**config.mk**
```make
export PLATFORM = sky130hd
export DESIGN_NAME = mem_stage
export DESIGN_NICKNAME = d
export VERILOG_FILES = /design/src/rtl/mem_stage.sv
export SDC_FILE = /design/constraint.sdc
export NUM_CORES = 1
export LEC_CHECK = 0
export BUFFER_PORTS_ARGS = -buffer_cell sky130_fd_sc_hd__buf_2
export CORE_MARGIN = 8
export CORE_UTILIZATION = 40
export CTS_BUF_LIST = sky130_fd_sc_hd__clkbuf_4
export DETAILED_ROUTE_END_ITERATION = 10
export PLACE_DENSITY = 0.67
export RECOVER_POWER = 100
export SLEW_MARGIN = 10
export SYNTH_ARGS = -nofsm -noshare
export SYNTH_HDL_FRONTEND = slang
export SYNTH_SLANG_ARGS = --single-unit
```
**constraint.sdc**
```tcl
create_clock -name clk -period 3.86 [get_ports clk]
set_input_delay 0.579 -clock clk [delete_from_list [all_inputs] [get_ports clk]]
set_output_delay 0.579 -clock clk [all_outputs]
set_load 0.01 [all_outputs]
```
**src/rtl/mem_stage.sv**
```systemverilog
// mem_stage: memory-access stage of the 5-stage RISC-V pipeline.
// Accepts one instruction at a time from EX/MEM. Non-memory and misaligned
// instructions pass straight into MEM/WB. Aligned loads and stores issue a
// registered request on the data-memory port and stall upstream until the
// memory acknowledges. Load data is lane-selected and extended before it is
// registered into MEM/WB.
module mem_stage (
  input  logic        clk,
  input  logic        rst_n,
  // EX/MEM slot
  input  logic        in_valid,
  input  logic [31:0] in_alu_result,
  input  logic [31:0] in_store_data,
  input  logic        in_mem_read,
  input  logic        in_mem_write,
  input  logic [2:0]  in_funct3,
  input  logic        in_mem_to_reg,
  input  logic        in_reg_write,
  input  logic [4:0]  in_rd,
  // upstream hold
  output logic        mem_stall,
  // data-memory port
  output logic        dmem_req,
  output logic        dmem_we,
  output logic [31:0] dmem_addr,
  output logic [31:0] dmem_wdata,
  output logic [3:0]  dmem_wstrb,
  input  logic [31:0] dmem_rdata,
  input  logic        dmem_ack,
  // MEM/WB register
  output logic        wb_valid,
  output logic [31:0] wb_alu_result,
  output logic [31:0] wb_mem_data,
  output logic        wb_mem_to_reg,
  output logic        wb_reg_write,
  output logic [4:0]  wb_rd,
  output logic        misalign_err
);

  localparam logic [0:0] IDLE = 1'b0;
  localparam logic [0:0] WAIT = 1'b1;

  logic [0:0]  state_reg;
  logic [0:0]  state_next;

  // Instruction fields captured when a memory access is accepted, so the
  // writeback values do not depend on upstream holding its outputs.
  logic [31:0] alu_result_reg;
  logic [2:0]  funct3_reg;
  logic        mem_read_reg;
  logic        mem_to_reg_reg;
  logic        reg_write_reg;
  logic [4:0]  rd_reg;

  // Registered memory port.
  logic        req_reg;
  logic        we_reg;
  logic [31:0] addr_reg;
  logic [31:0] wdata_reg;
  logic [3:0]  wstrb_reg;

  // Registered MEM/WB outputs.
  logic        wb_valid_reg;
  logic [31:0] wb_alu_result_reg;
  logic [31:0] wb_mem_data_reg;
  logic        wb_mem_to_reg_reg;
  logic        wb_reg_write_reg;
  logic [4:0]  wb_rd_reg;
  logic        misalign_err_reg;

  logic        is_mem;
  logic        misaligned;
  logic        misalign_now;
  logic        accept;
  logic        in_idle;
  logic [1:0]  byte_off;
  logic [31:0] store_wdata;
  logic [3:0]  store_wstrb;
  logic [7:0]  load_byte;
  logic [15:0] load_half;
  logic [31:0] load_data;

  assign in_idle      = (state_reg == IDLE);
  assign is_mem       = in_valid && (in_mem_read || in_mem_write);
  assign byte_off     = in_alu_result[1:0];
  assign misalign_now = is_mem && misaligned;
  // Only an aligned memory op in IDLE starts a bus access.
  assign accept       = in_idle && is_mem && !misaligned;

  // Halfwords need an even address, words a 4-byte-aligned one.
  always_comb begin
    misaligned = 1'b0;
    case (in_funct3[1:0])
      2'b01:   misaligned = in_alu_result[0];
      2'b10:   misaligned = |in_alu_result[1:0];
      default: misaligned = 1'b0;
    endcase
  end

  // Hold upstream while an access is being issued or is still outstanding.
  always_comb begin
    mem_stall = 1'b0;
    if (in_idle) begin
      mem_stall = accept;
    end else begin
      mem_stall = !dmem_ack;
    end
  end

  // Per-lane store data replication and byte strobes.
  generate
    for (genvar gi = 0; gi < 4; gi++) begin : g_lane
      localparam logic [1:0] LANE = 2'(gi);
      assign store_wdata[gi*8 +: 8] =
        (in_funct3[1:0] == 2'b00) ? in_store_data[7:0] :
        (in_funct3[1:0] == 2'b01) ? in_store_data[(gi % 2)*8 +: 8] :
                                    in_store_data[gi*8 +: 8];
      assign store_wstrb[gi] = in_mem_write && (
        (in_funct3[1:0] == 2'b00) ? (byte_off == LANE) :
        (in_funct3[1:0] == 2'b01) ? (in_alu_result[1] == LANE[1]) :
                                    1'b1);
    end
  endgenerate

  // Select the addressed byte/halfword of the returned word and extend it.
  always_comb begin
    load_byte = dmem_rdata[{alu_result_reg[1:0], 3'b000} +: 8];
    load_half = alu_result_reg[1] ? dmem_rdata[31:16] : dmem_rdata[15:0];
    load_data = dmem_rdata;
    case (funct3_reg)
      3'b000:  load_data = {{24{load_byte[7]}}, load_byte};
      3'b001:  load_data = {{16{load_half[15]}}, load_half};
      3'b100:  load_data = {24'h0, load_byte};
      3'b101:  load_data = {16'h0, load_half};
      default: load_data = dmem_rdata;
    endcase
    if (!mem_read_reg) begin
      load_data = 32'h0;
    end
  end

  // Next-state logic: leave IDLE on an accepted access, return on ack.
  always_comb begin
    state_next = state_reg;
    case (state_reg)
      IDLE:    state_next = accept ? WAIT : IDLE;
      WAIT:    state_next = dmem_ack ? IDLE : WAIT;
      default: state_next = IDLE;
    endcase
  end

  // FSM state register.
  always_ff @(posedge clk or negedge rst_n) begin
    if (!rst_n) begin
      state_reg <= IDLE;
    end else begin
      state_reg <= state_next;
    end
  end

  // Capture the accepted instruction's writeback fields.
  always_ff @(posedge clk or negedge rst_n) begin
    if (!rst_n) begin
      alu_result_reg <= 32'h0;
      funct3_reg     <= 3'b000;
      mem_read_reg   <= 1'b0;
      mem_to_reg_reg <= 1'b0;
      reg_write_reg  <= 1'b0;
      rd_reg         <= 5'd0;
    end else if (accept) begin
      alu_result_reg <= in_alu_result;
      funct3_reg     <= in_funct3;
      mem_read_reg   <= in_mem_read;
      mem_to_reg_reg <= in_mem_to_reg;
      reg_write_reg  <= in_reg_write;
      rd_reg         <= in_rd;
    end
  end

  // Memory port: raise the request on accept, drop it after the ack.
  always_ff @(posedge clk or negedge rst_n) begin
    if (!rst_n) begin
      req_reg   <= 1'b0;
      we_reg    <= 1'b0;
      addr_reg  <= 32'h0;
      wdata_reg <= 32'h0;
      wstrb_reg <= 4'h0;
    end else if (accept) begin
      req_reg   <= 1'b1;
      we_reg    <= in_mem_write;
      addr_reg  <= {in_alu_result[31:2], 2'b00};
      wdata_reg <= store_wdata;
      wstrb_reg <= store_wstrb;
    end else if (!in_idle && dmem_ack) begin
      req_reg   <= 1'b0;
      we_reg    <= 1'b0;
      wstrb_reg <= 4'h0;
    end
  end

  // MEM/WB register: load a completed instruction or a bubble every cycle.
  always_ff @(posedge clk or negedge rst_n) begin
    if (!rst_n) begin
      wb_valid_reg      <= 1'b0;
      wb_alu_result_reg <= 32'h0;
      wb_mem_data_reg   <= 32'h0;
      wb_mem_to_reg_reg <= 1'b0;
      wb_reg_write_reg  <= 1'b0;
      wb_rd_reg         <= 5'd0;
      misalign_err_reg  <= 1'b0;
    end else if (!in_idle && dmem_ack) begin
      wb_valid_reg      <= 1'b1;
      wb_alu_result_reg <= alu_result_reg;
      wb_mem_data_reg   <= load_data;
      wb_mem_to_reg_reg <= mem_to_reg_reg;
      wb_reg_write_reg  <= reg_write_reg;
      wb_rd_reg         <= rd_reg;
      misalign_err_reg  <= 1'b0;
    end else if (in_idle && in_valid && !accept) begin
      wb_valid_reg      <= 1'b1;
      wb_alu_result_reg <= in_alu_result;
      wb_mem_data_reg   <= 32'h0;
      wb_mem_to_reg_reg <= in_mem_to_reg;
      wb_reg_write_reg  <= in_reg_write && !misalign_now;
      wb_rd_reg         <= in_rd;
      misalign_err_reg  <= misalign_now;
    end else begin
      wb_valid_reg      <= 1'b0;
      wb_alu_result_reg <= 32'h0;
      wb_mem_data_reg   <= 32'h0;
      wb_mem_to_reg_reg <= 1'b0;
      wb_reg_write_reg  <= 1'b0;
      wb_rd_reg         <= 5'd0;
      misalign_err_reg  <= 1'b0;
    end
  end

  assign dmem_req      = req_reg;
  assign dmem_we       = we_reg;
  assign dmem_addr     = addr_reg;
  assign dmem_wdata    = wdata_reg;
  assign dmem_wstrb    = wstrb_reg;
  assign wb_valid      = wb_valid_reg;
  assign wb_alu_result = wb_alu_result_reg;
  assign wb_mem_data   = wb_mem_data_reg;
  assign wb_mem_to_reg = wb_mem_to_reg_reg;
  assign wb_reg_write  = wb_reg_write_reg;
  assign wb_rd         = wb_rd_reg;
  assign misalign_err  = misalign_err_reg;

endmodule
```
* Word-level counts from Yosys, hierarchy flattened
Cells that the tools add are included.
** Word-level totals
- Bits in registers :: 185
- Input bits :: 112
- Output and inout port bits :: 144
- Word-level logic and storage cells :: 89
** Operators by class
- Equality and inequality tests :: 8
- Shifts and indexed selects :: 1
- Mux-type cells :: 37
- Bitwise gates (word level) :: 2
- Reduce and logical (&&, ||, !) cells :: 22
** Operator list (count)
- two-way mux 32 bit :: 4
- one-hot mux 32 bit (4 select lines) :: 1
- two-way mux 8 bit :: 5
- indexed part select 32 x 6 -> 8 bit :: 1
- two-way mux 1 bit :: 20
- two-way mux 16 bit :: 1
- logical AND 1 bit :: 12
- two-way mux 5 bit :: 2
- two-way mux 4 bit :: 2
- equality test 2 bit, second input constant :: 3
- equality test 3 bit, second input constant :: 2
- equality test 2 x 1 -> 1 bit, second input constant :: 2
- zero test 1 bit :: 4
- zero test 2 bit :: 2
- one-hot mux 1 bit (2 select lines) :: 2
- equality test 3 x 1 -> 1 bit, second input constant :: 1
- zero test 3 bit :: 1
- NOT 1 bit :: 2
- nonzero test 2 bit :: 1
- OR reduction 2 bit :: 1
- logical OR 1 bit :: 1

* Depth between registers and ports, before layout
Gate-level depths: netlist of the first run.
- Depth in word-level cells :: 8
- Depth in mapped cells :: 10

* Least setup slack after synthesis of the first run
OpenSTA, ideal clock, no wires.
- Path type :: input-to-output
- Start :: input in_funct3[1]
- End :: output mem_stall
- Arrival :: 2.223 ns
- Required time :: 3.281 ns
- Setup slack :: 1.058 ns
- Stages on the path :: 9
- Buffers on the path :: 4
- Path through :: inv_1 > ha_1 > buf_6 > and3_1 > or4_4 > buf_6 > buf_6 > clkbuf_1 > o21ai_0
** On the way
- Longest elaborated chain between the ends :: 5
- Elaborated cells between the ends (all ways) :: 6
- Classes of those cells :: 2 x eq/ne; 2 x mux; 2 x reduce/logical
** RTL lines
- start: declaration :: RTL line 16 : input logic [2:0] in_funct3,
- equality test 2 bit / equality test 2 x 1 -> 1 bit (equally long branches) :: RTL line 93 : case (in_funct3[1:0])
- one-hot mux 1 bit (2 select lines) (*) :: RTL line 93
- zero test 1 bit (*) :: RTL line 88 : assign accept = in_idle && is_mem && !misaligned;
- logical AND 1 bit (*) :: RTL line 88
- two-way mux 1 bit (*) :: RTL line 103 : if (in_idle) begin
- end: declaration :: RTL line 21 : output logic mem_stall,
Every way passes the cells marked *; elsewhere a longest branch is shown, timed or not.

* Worst setup path in the final report of the first run
Same ends and word-level chain as after synthesis.

==> results of run 1 <==
[metrics by stage]
| stage | cell area, µm² | setup WS (ns) | utilization (%) |
|---|---|---|---|
| after floorplan | 6740 | 1.06 | - |
| after detailed placement | 7910 | 0.775 | 47.9 |
| final | 7910 | 0.587 | 47.9 |
| after global placement | 7910 | 0.801 | 47.9 |
| after global routing | 7910 | 0.413 | 47.9 |
| after CTS | 8140 | 0.853 | 49.2 |
[area by class of cell]
cell class	instances	area [µm²]	area share, %
sequential	155	3880	49.0
multi-input combinational	342	2340	29.6
timing repair buffer	261	1130	14.3
tap	220	275	3.48
clock buffer	17	128	1.61
clock inverter	15	97.6	1.23
inverter	14	52.6	0.664
antenna	2	5.00	0.0633
[layout by cell type (no fill, tap or decap), drive strengths merged, types with 2 or more instances in the layout]
| master | count |
|---|---|
| clkbuf | 165 |
| dfrtp | 155 |
| buf | 113 |
| nand2 | 71 |
| mux2 | 48 |
| a22o | 38 |
| o21ai | 36 |
| mux2i | 28 |
| nor2 | 22 |
| inv | 18 |
| a211oi | 14 |
| a21oi | 13 |
| nand2b | 11 |
| nor2b | 9 |
| and3 | 9 |
| o22ai | 8 |
| a2111oi | 7 |
| clkinv | 7 |
| nand3 | 6 |
| nor3 | 4 |
| clkinvlp | 4 |
| or2 | 3 |
| ha | 3 |
| diode | 2 |
| conb | 2 |
| and2 | 2 |
[power by group]
group	internal [mW]	total (mW)	switching (mW)
registers	1.94	2.16	0.211
logic	0.458	1.10	0.646
clock network	0.251	0.848	0.598
[cells in the mapped netlist, drive strengths merged (11+ instances only)]
| cell | instances | area [µm²] |
|---|---|---|
| dfrtp | 155 | 3880 |
| nand2 | 71 | 267 |
| mux2 | 48 | 556 |
| buf | 45 | 345 |
| a22o | 38 | 333 |
| o21ai | 36 | 180 |
| clkbuf | 28 | 105 |
| mux2i | 28 | 280 |
| nor2 | 22 | 82.6 |
| a211oi | 14 | 105 |
| inv | 14 | 52.6 |
| a21oi | 13 | 65.1 |
| nand2b | 11 | 68.8 |
[how the worst max path moves through the flow]
stage,slack (ns),cells after the start,startpoint,to
after floorplan,1.06,9,in_funct3[1],mem_stall
after global placement,0.80,8,in_funct3[1],alu_result_reg[1]
after detailed placement,0.77,8,in_funct3[1],alu_result_reg[2]
final,0.59,8,in_funct3[1],mem_stall
after CTS,0.85,8,in_funct3[1],mem_stall
after global routing,0.41,5,alu_result_reg[1],wb_mem_data[25]
[worst register-to-register path, stage by stage, from the launching register on]
cell,delay [ns]
dfrtp_1,0.39
clkbuf_1,1.18
or2_2,0.28
o22ai_1,0.09
o21ai_1,0.82
nand2_1,0.13
[cell families after synthesis]
group / after synthesis / share of synthesized area [%]
compound gates: 123 / 12.7
fa+ha+maj: 3 / 0.557
buf+inv: 87 / 7.46
flops: 155 / 57.6
simple gates: 138 / 9.28
other cells: 1 / 0.0556
mux: 76 / 12.4
[routing by layer]
layer  GRT usage, %  vias to the layer above  share of wire (%)
li1               -                     2420                  -
met1           21.6                     2423                 44
met2           26.8                      162                 49
met3           5.57                        4                6.2
met4           4.69                        0               0.60
met5              0                        -                  0
==> qor.txt, run 1 <==
Outcome = finished, violations left
Failing checks = max-capacitance violations, max-slew violations
PwrDens = 519 nW/µm²
H-tree Lvls = 4
Worst R2R Setup Slack = 0.82 ns
Slowest stage delay, CP = 0.74 ns
Fmax = 0.306 GHz
Hold Path End = wb_alu_result[5]
Port-buffer cells = 253
Core Area = 16500 µm²
Pre-antenna DRT Iters = 4
Yosys synthesis warning count = 0
Full die area = 21300 µm²
# placed instances = 992
CTS Buf Count = 17
Tightest Hold Check Type = in -> reg
Total global-route track usage = 16.9%
Row cnt = 47
Hold depth = 2
Hold wc startpoint = in_alu_result[5]
Die W = 146 µm
Resize count post-CTS = 0
Crit Path Class = in -> out
Least-Margin Pin Slew = 2.00 ns
Post-synth EDFFs = 0
Unrepaired setup endpoints after global routing = false
Worst Path Required = 3.28 ns
Post-synthesis sequential area ratio = 57.6%
Max-slew violations = 165
I/O pins = 256
Crit. End Element = primary output
Ys async rst share = 100%
CTS tree = yes
Root buffer selected by CTS = clkbuf_4
Hold Violations, Final = 0
Total negative setup slack = 0 ns
Clk slew on worst S/H paths = 0.13 ns
Dpl hpwl = 13000 µm
Fin crit share = 84.8%
Share of cells above drive strength 1 = 23.6%
First-pass GRT wire length = 28900 µm
Clock Skew = 0.0161 ns
Post-Layout Cell Count = 1026
Number of global-route vias before repair = 5210
Area of the mapped netlist = 6740 µm²
Pleak = 3.79 nW
Top FF cell, synth = dfrtp_1
R2r startpoint = alu_result_reg[1]
Area Growth Syn to Fin = 17.4%
Final net count = 906
Vias = 5009
CTS Buffer Depth = 2
Reg-to-Reg End = wb_mem_data[24]
Fill count = 1624
Die Height = 146 µm
Slowest-stage cell, CP = or4_4
Antenna viol nets, final = 0
GPL Wtd Cong = 0.764
Initial antenna violation count = 2
Largest net degree at the start of global routing = 86
Worst vdd ir = 0.000221 V
Number of synthesized register bits = 155
Starting density of the core = 40.8%
Global route overflow = 0
Crit path time final = 3.27 ns
Highest fanout seen on the critical path = 31
Total power = 4.11 mW
Worst relative slew slack = -33.2%
Post-DR vias/cell = 4.88
Post-CTS Hold Buffers = 0
CP delay by family, top = simple AND/OR/NAND/NOR gates
Post-synthesis cell type count = 38
Initial DRC count = 239
CP Buf/Inv Count = 4
Post-Syn Instances = 583
Reg2reg path depth = 5
CP arrival = 2.69 ns
Max-Cap Viols = 3
Crit-path cells = buf_2 > inv_1 > ha_1 > clkbuf_1 > and3_1 > or4_4 > o21ai_0 > clkbuf_1
Crit start category = input port
Setup violators final = 0
WL/cell = 17.3 µm
Hold_ws = 0.266 ns
Post-Syn Area per Cell = 11.6 µm²
Final WL = 17700 µm
Post-CTS Setup Inserts = 0
Clk_lat worst skew = 0.53 ns
CTS sink count = 155
Crit path top cell by count = clkbuf_1
DRC Markers = 0
Power figures use the tool's default switching activity.
==> run 2: changes to the inputs <==
PLACE_DENSITY = 0.7   (was 0.67)
clock period = 2.7 ns   (was 3.86 ns; I/O delays follow)
==> qor.txt, run 2 (synthesis gave the netlist of run 1 again) <==
Outcome = completed
Max-Cap Viols = 0
Hold Path End = wb_mem_data[21]
Commonest non-fill, non-tap cells in the layout = dfrtp_1 (155), clkbuf_1 (143), buf_2 (110), nand2_1 (71), mux2_2 (43)
GPL Wtd Cong = 0.796
# placed instances = 995
Highest fanout seen on the critical path = 6
CTS Buf Count = 17
Final net count = 910
CP arrival = 2.05 ns
Worst relative slew slack = 13.4%
Post-DR vias/cell = 4.86
Initial DRC count = 192
Largest net degree at the start of global routing = 58
Antenna viol nets, final = 0
CP delay by family, top = simple AND/OR/NAND/NOR gates
Hold Violations, Final = 0
Slowest-stage cell, CP = or4_4
Final WL = 17700 µm
Fmax = 0.408 GHz
Least-Margin Pin Slew = 1.30 ns
Hold wc startpoint = dmem_rdata[21]
Die Height = 146 µm
Global route overflow = 0
H-tree Lvls = 4
CTS sink count = 155
Reg2reg path depth = 4
Clk_lat worst skew = 0.54 ns
Post-Layout Cell Count = 1029
Initial antenna violation count = 2
Pre-antenna DRT Iters = 4
PwrDens = 764 nW/µm²
Starting density of the core = 40.8%
Core Area = 16500 µm²
Area Growth Syn to Fin = 18.8%
WL/cell = 17.2 µm
Number of global-route vias before repair = 5180
Crit. End Element = primary output
Row cnt = 47
Worst Path Required = 2.30 ns
Reg-to-Reg End = dmem_wdata[7]
Total negative setup slack = 0 ns
Die W = 146 µm
CP Buf/Inv Count = 1
Vias = 5004
Setup violators final = 0
Max-slew violations = 0
CTS Buffer Depth = 2
R2r startpoint = state_reg
I/O pins = 256
Clk slew on worst S/H paths = 0.12 ns
Dpl hpwl = 13100 µm
Slowest stage delay, CP = 0.52 ns
Worst vdd ir = 0.000307 V
Post-CTS Setup Inserts = 0
Most common cell after layout, fill and taps aside = dfrtp_1
First-pass GRT wire length = 28000 µm
Tightest Hold Check Type = in -> reg
Fill count = 1604
CTS tree = yes
Full die area = 21300 µm²
Port-buffer cells = 253
Clock Skew = 0.0106 ns
Pleak = 3.86 nW
Total power = 6.12 mW
Worst R2R Setup Slack = 0.43 ns
Crit start category = flip-flop
Crit Path Class = reg -> out
Fin crit share = 90.9%
Root buffer selected by CTS = clkbuf_4
Share of cells above drive strength 1 = 24.4%
Crit path time final = 2.45 ns
DRC Markers = 0
Crit-path cells = nand2b_1 > or4_4 > o21ai_0 > clkbuf_1
Hold depth = 3
Unrepaired setup endpoints after global routing = false
Total global-route track usage = 16.4%
run 2: changes by cell type in the layout (fill, tap and decap cells not counted), moves of 2 or more:
cell / change
inv_6: -2
bufinv_16: +3
clkinv_2: +2
clkbuf_2: +4
clkinv_1: -2
clkbuf_1: -3
clkbuf_4: +3
clkinvlp_4: -2
run 2: area by class of cell:
cell class	count	area [µm²]	share of cell area (%)
Multi-Input combinational cell	342	2340	29.3
Tap cell	220	275	3.44
Clock inverter	13	149	1.86
Clock buffer	18	135	1.69
Sequential cell	155	3880	48.5
Antenna cell	2	5.00	0.0625
Timing Repair Buffer	265	1160	14.6
Inverter	14	52.6	0.656
run 2: stage by stage:
| stage | utilization [%] | area (µm²) | setup slack (ns) | hold slack, ns |
|---|---|---|---|---|
| after floorplan | - | 6740 | 0.246 | 0.109 |
| after global placement | 48.1 | 7950 | 0.346 | 0.385 |
| after detailed placement | 48.1 | 7950 | 0.321 | 0.390 |
| after CTS | 49.9 | 8240 | 0.167 | 0.0139 |
| after global routing | 48.4 | 8010 | 0.0951 | 0.0237 |
| final | 48.4 | 8010 | 0.247 | 0.0841 |
run 2: worst max-delay path by stage:
| stage | startpoint | endpoint | slack (ns) | depth (start not counted) |
|---|---|---|---|---|
| 2_1_floorplan | in_funct3[1] | mem_stall | 0.25 | 9 |
| 3_3_place_gp | in_funct3[0] | wb_valid | 0.35 | 7 |
| 4_1_cts | state_reg | mem_stall | 0.17 | 4 |
| 5_1_grt | state_reg | mem_stall | 0.1 | 4 |
| 3_5_place_dp | in_funct3[0] | wb_valid | 0.32 | 7 |
| 6_report | state_reg | mem_stall | 0.25 | 4 |
run 2: timing repair:
action,CTS,global route
setup endpoints to repair,0,0
gates resized for setup,0,0
hold endpoints to repair,51,0
hold buffers,1,0
run 2: per-layer routing:
metal / GRT usage (%) / vias up / part of all wire (%)
li1: - / 2410 / -
met1: 19.0 / 2398 / 41
met2: 27.1 / 176 / 49
met3: 5.78 / 20 / 7.5
met4: 6.61 / 0 / 2.0
met5: 0 / - / 0
run 2: worst register-to-register path, delay by kind of cell (launching register included):
| kind | cells | cell delay, ns |
|---|---|---|
| multiplexers | 1 | 0.51 |
| buffers and inverters | 1 | 0.50 |
| AND/OR/NAND/NOR | 2 | 0.72 |
| flip-flops | 1 | 0.44 |
run 2: power by group:
part	switching [mW]	leakage, nW	total, mW	internal (mW)
sequential	0.299	1.97	3.08	2.78
combinational	0.931	1.74	1.59	0.657
clock	0.811	0.151	1.45	0.639
==> run 3: changes to the inputs <==
BUFFER_PORTS_ARGS = -buffer_cell sky130_fd_sc_hd__clkbuf_2   (was -buffer_cell sky130_fd_sc_hd__buf_2)
==> qor.txt, run 3 (synthesis gave the netlist of run 1 again) <==
CTS Buf Count = 17
Final WL = 17900 µm
Crit path time final = 2.49 ns
I/O pins = 256
Clk_lat worst skew = 0.54 ns
Worst setup margin = 0.205 ns
Least-Margin Pin Slew = 1.13 ns
Clk slew on worst S/H paths = 0.14 ns
Worst vdd ir = 0.000320 V
Pre-antenna DRT Iters = 4
H-tree Lvls = 4
Total power = 6.25 mW
Initial DRC count = 282
Die W = 146 µm
Crit start category = flip-flop
Crit. End Element = primary output
Highest fanout seen on the critical path = 6
Core Area = 16500 µm²
Max-Cap Viols = 0
Die Height = 146 µm
Full die area = 21300 µm²
CP arrival = 2.09 ns
Setup violators final = 0
Worst relative slew slack = 24.7%
CTS tree = yes
PwrDens = 773 nW/µm²
First-pass GRT wire length = 28700 µm
Share of cells above drive strength 1 = 24.9%
Clock Skew = 0.0147 ns
Port-buffer cells = 253
Commonest non-fill, non-tap cells in the layout = dfrtp_1 (155), clkbuf_1 (146), clkbuf_2 (116), nand2_1 (71), mux2_2 (43)
Most common cell after layout, fill and taps aside = dfrtp_1
Final Cell Area = 8080 µm²
Fin crit share = 92.4%
Starting density of the core = 40.8%
CTS sink count = 155
Antenna viol nets, final = 0
Dpl hpwl = 13300 µm
Post-place setup slack = 0.233 ns
Initial antenna violation count = 1
Fmax = 0.401 GHz
Root buffer selected by CTS = clkbuf_4
Worst Path Required = 2.30 ns
Outcome = completed
Area Growth Syn to Fin = 19.9%
Hold Violations, Final = 0
Final net count = 916
Resize count post-CTS = 0
Area after DPL = 7960 µm²
Total negative setup slack = 0 ns
Largest net degree at the start of global routing = 96
Hold_ws = 0.0825 ns
Crit Path Class = reg -> out
Vias = 5043
WL/cell = 17.3 µm
Pleak = 3.93 nW
GPL Wtd Cong = 0.790
Number of global-route vias before repair = 5230
DRC Markers = 0
Max-slew violations = 0
Total global-route track usage = 16.8%
Tightest Hold Check Type = in -> reg
Global route overflow = 0
Post-DR vias/cell = 4.87
CTS Buffer Depth = 2
Unrepaired setup endpoints after global routing = false
Row cnt = 47
==> run 3: critical path, cell delays in order (launching register included) <==
cell      delay (ns)
dfrtp_1         0.46
nand2b_1        0.20
or4_4           0.58
o21ai_0         0.12
clkbuf_2        0.19
==> run 3: final cells by class <==
cell class,instances,area (µm²)
flip-flops and latches,155,3880
clock inverters,15,185
multi-input cells,342,2350
clock buffers,17,128
well taps,220,275
diodes,1,2.50
fillers,1605,8440
repair buffers,271,1210
inverters,14,52.6
==> run 3: path summary, 6_finish.rpt <==
path	depth (start not counted)	from	end	slack [ns]
max	4	state_reg	mem_stall	0.21
min	3	dmem_rdata[21]	wb_mem_data[21]	0.08
max reg2reg	5	state_reg	dmem_wdata[3]	0.21
min reg2reg	2	dmem_wdata[20]	dmem_wdata[20]	0.50
max in group asynchronous	3	rst_n	dmem_wdata[30]	0.97
min in group asynchronous	2	rst_n	alu_result_reg[2]	0.60
==> run 3: stage by stage <==
stage / std cells / util [%]
finish: 1035 / 48.9
global route: 1035 / 48.9
CTS: 1031 / 50.1
detailed placement: 998 / 48.2
global placement: 998 / 48.2
floorplan: 584 / -
==> run 3: timing repair <==
item | CTS | global route
endpoints found under the hold margin | 42 | 0
setup buffers | 0 | 3
endpoints found under the setup margin | 0 | 1
hold buffers | 1 | 0
==> run 3: where the power goes <==
part	internal, mW	total (mW)	switching, mW
clock network	0.664	1.56	0.897
logic	0.674	1.60	0.922
registers	2.78	3.09	0.313
==> run 3: layer usage <==
metal | share of wire, % | wire length, µm | global-route usage, % | up-vias
li1 | - | - | - | 2429
met1 | 43 | 7640 | 20.4 | 2426
met2 | 48 | 8590 | 26.6 | 165
met3 | 6.9 | 1230 | 5.57 | 23
met4 | 2.4 | 434 | 7.34 | 0
met5 | 0 | 0 | 0 | -
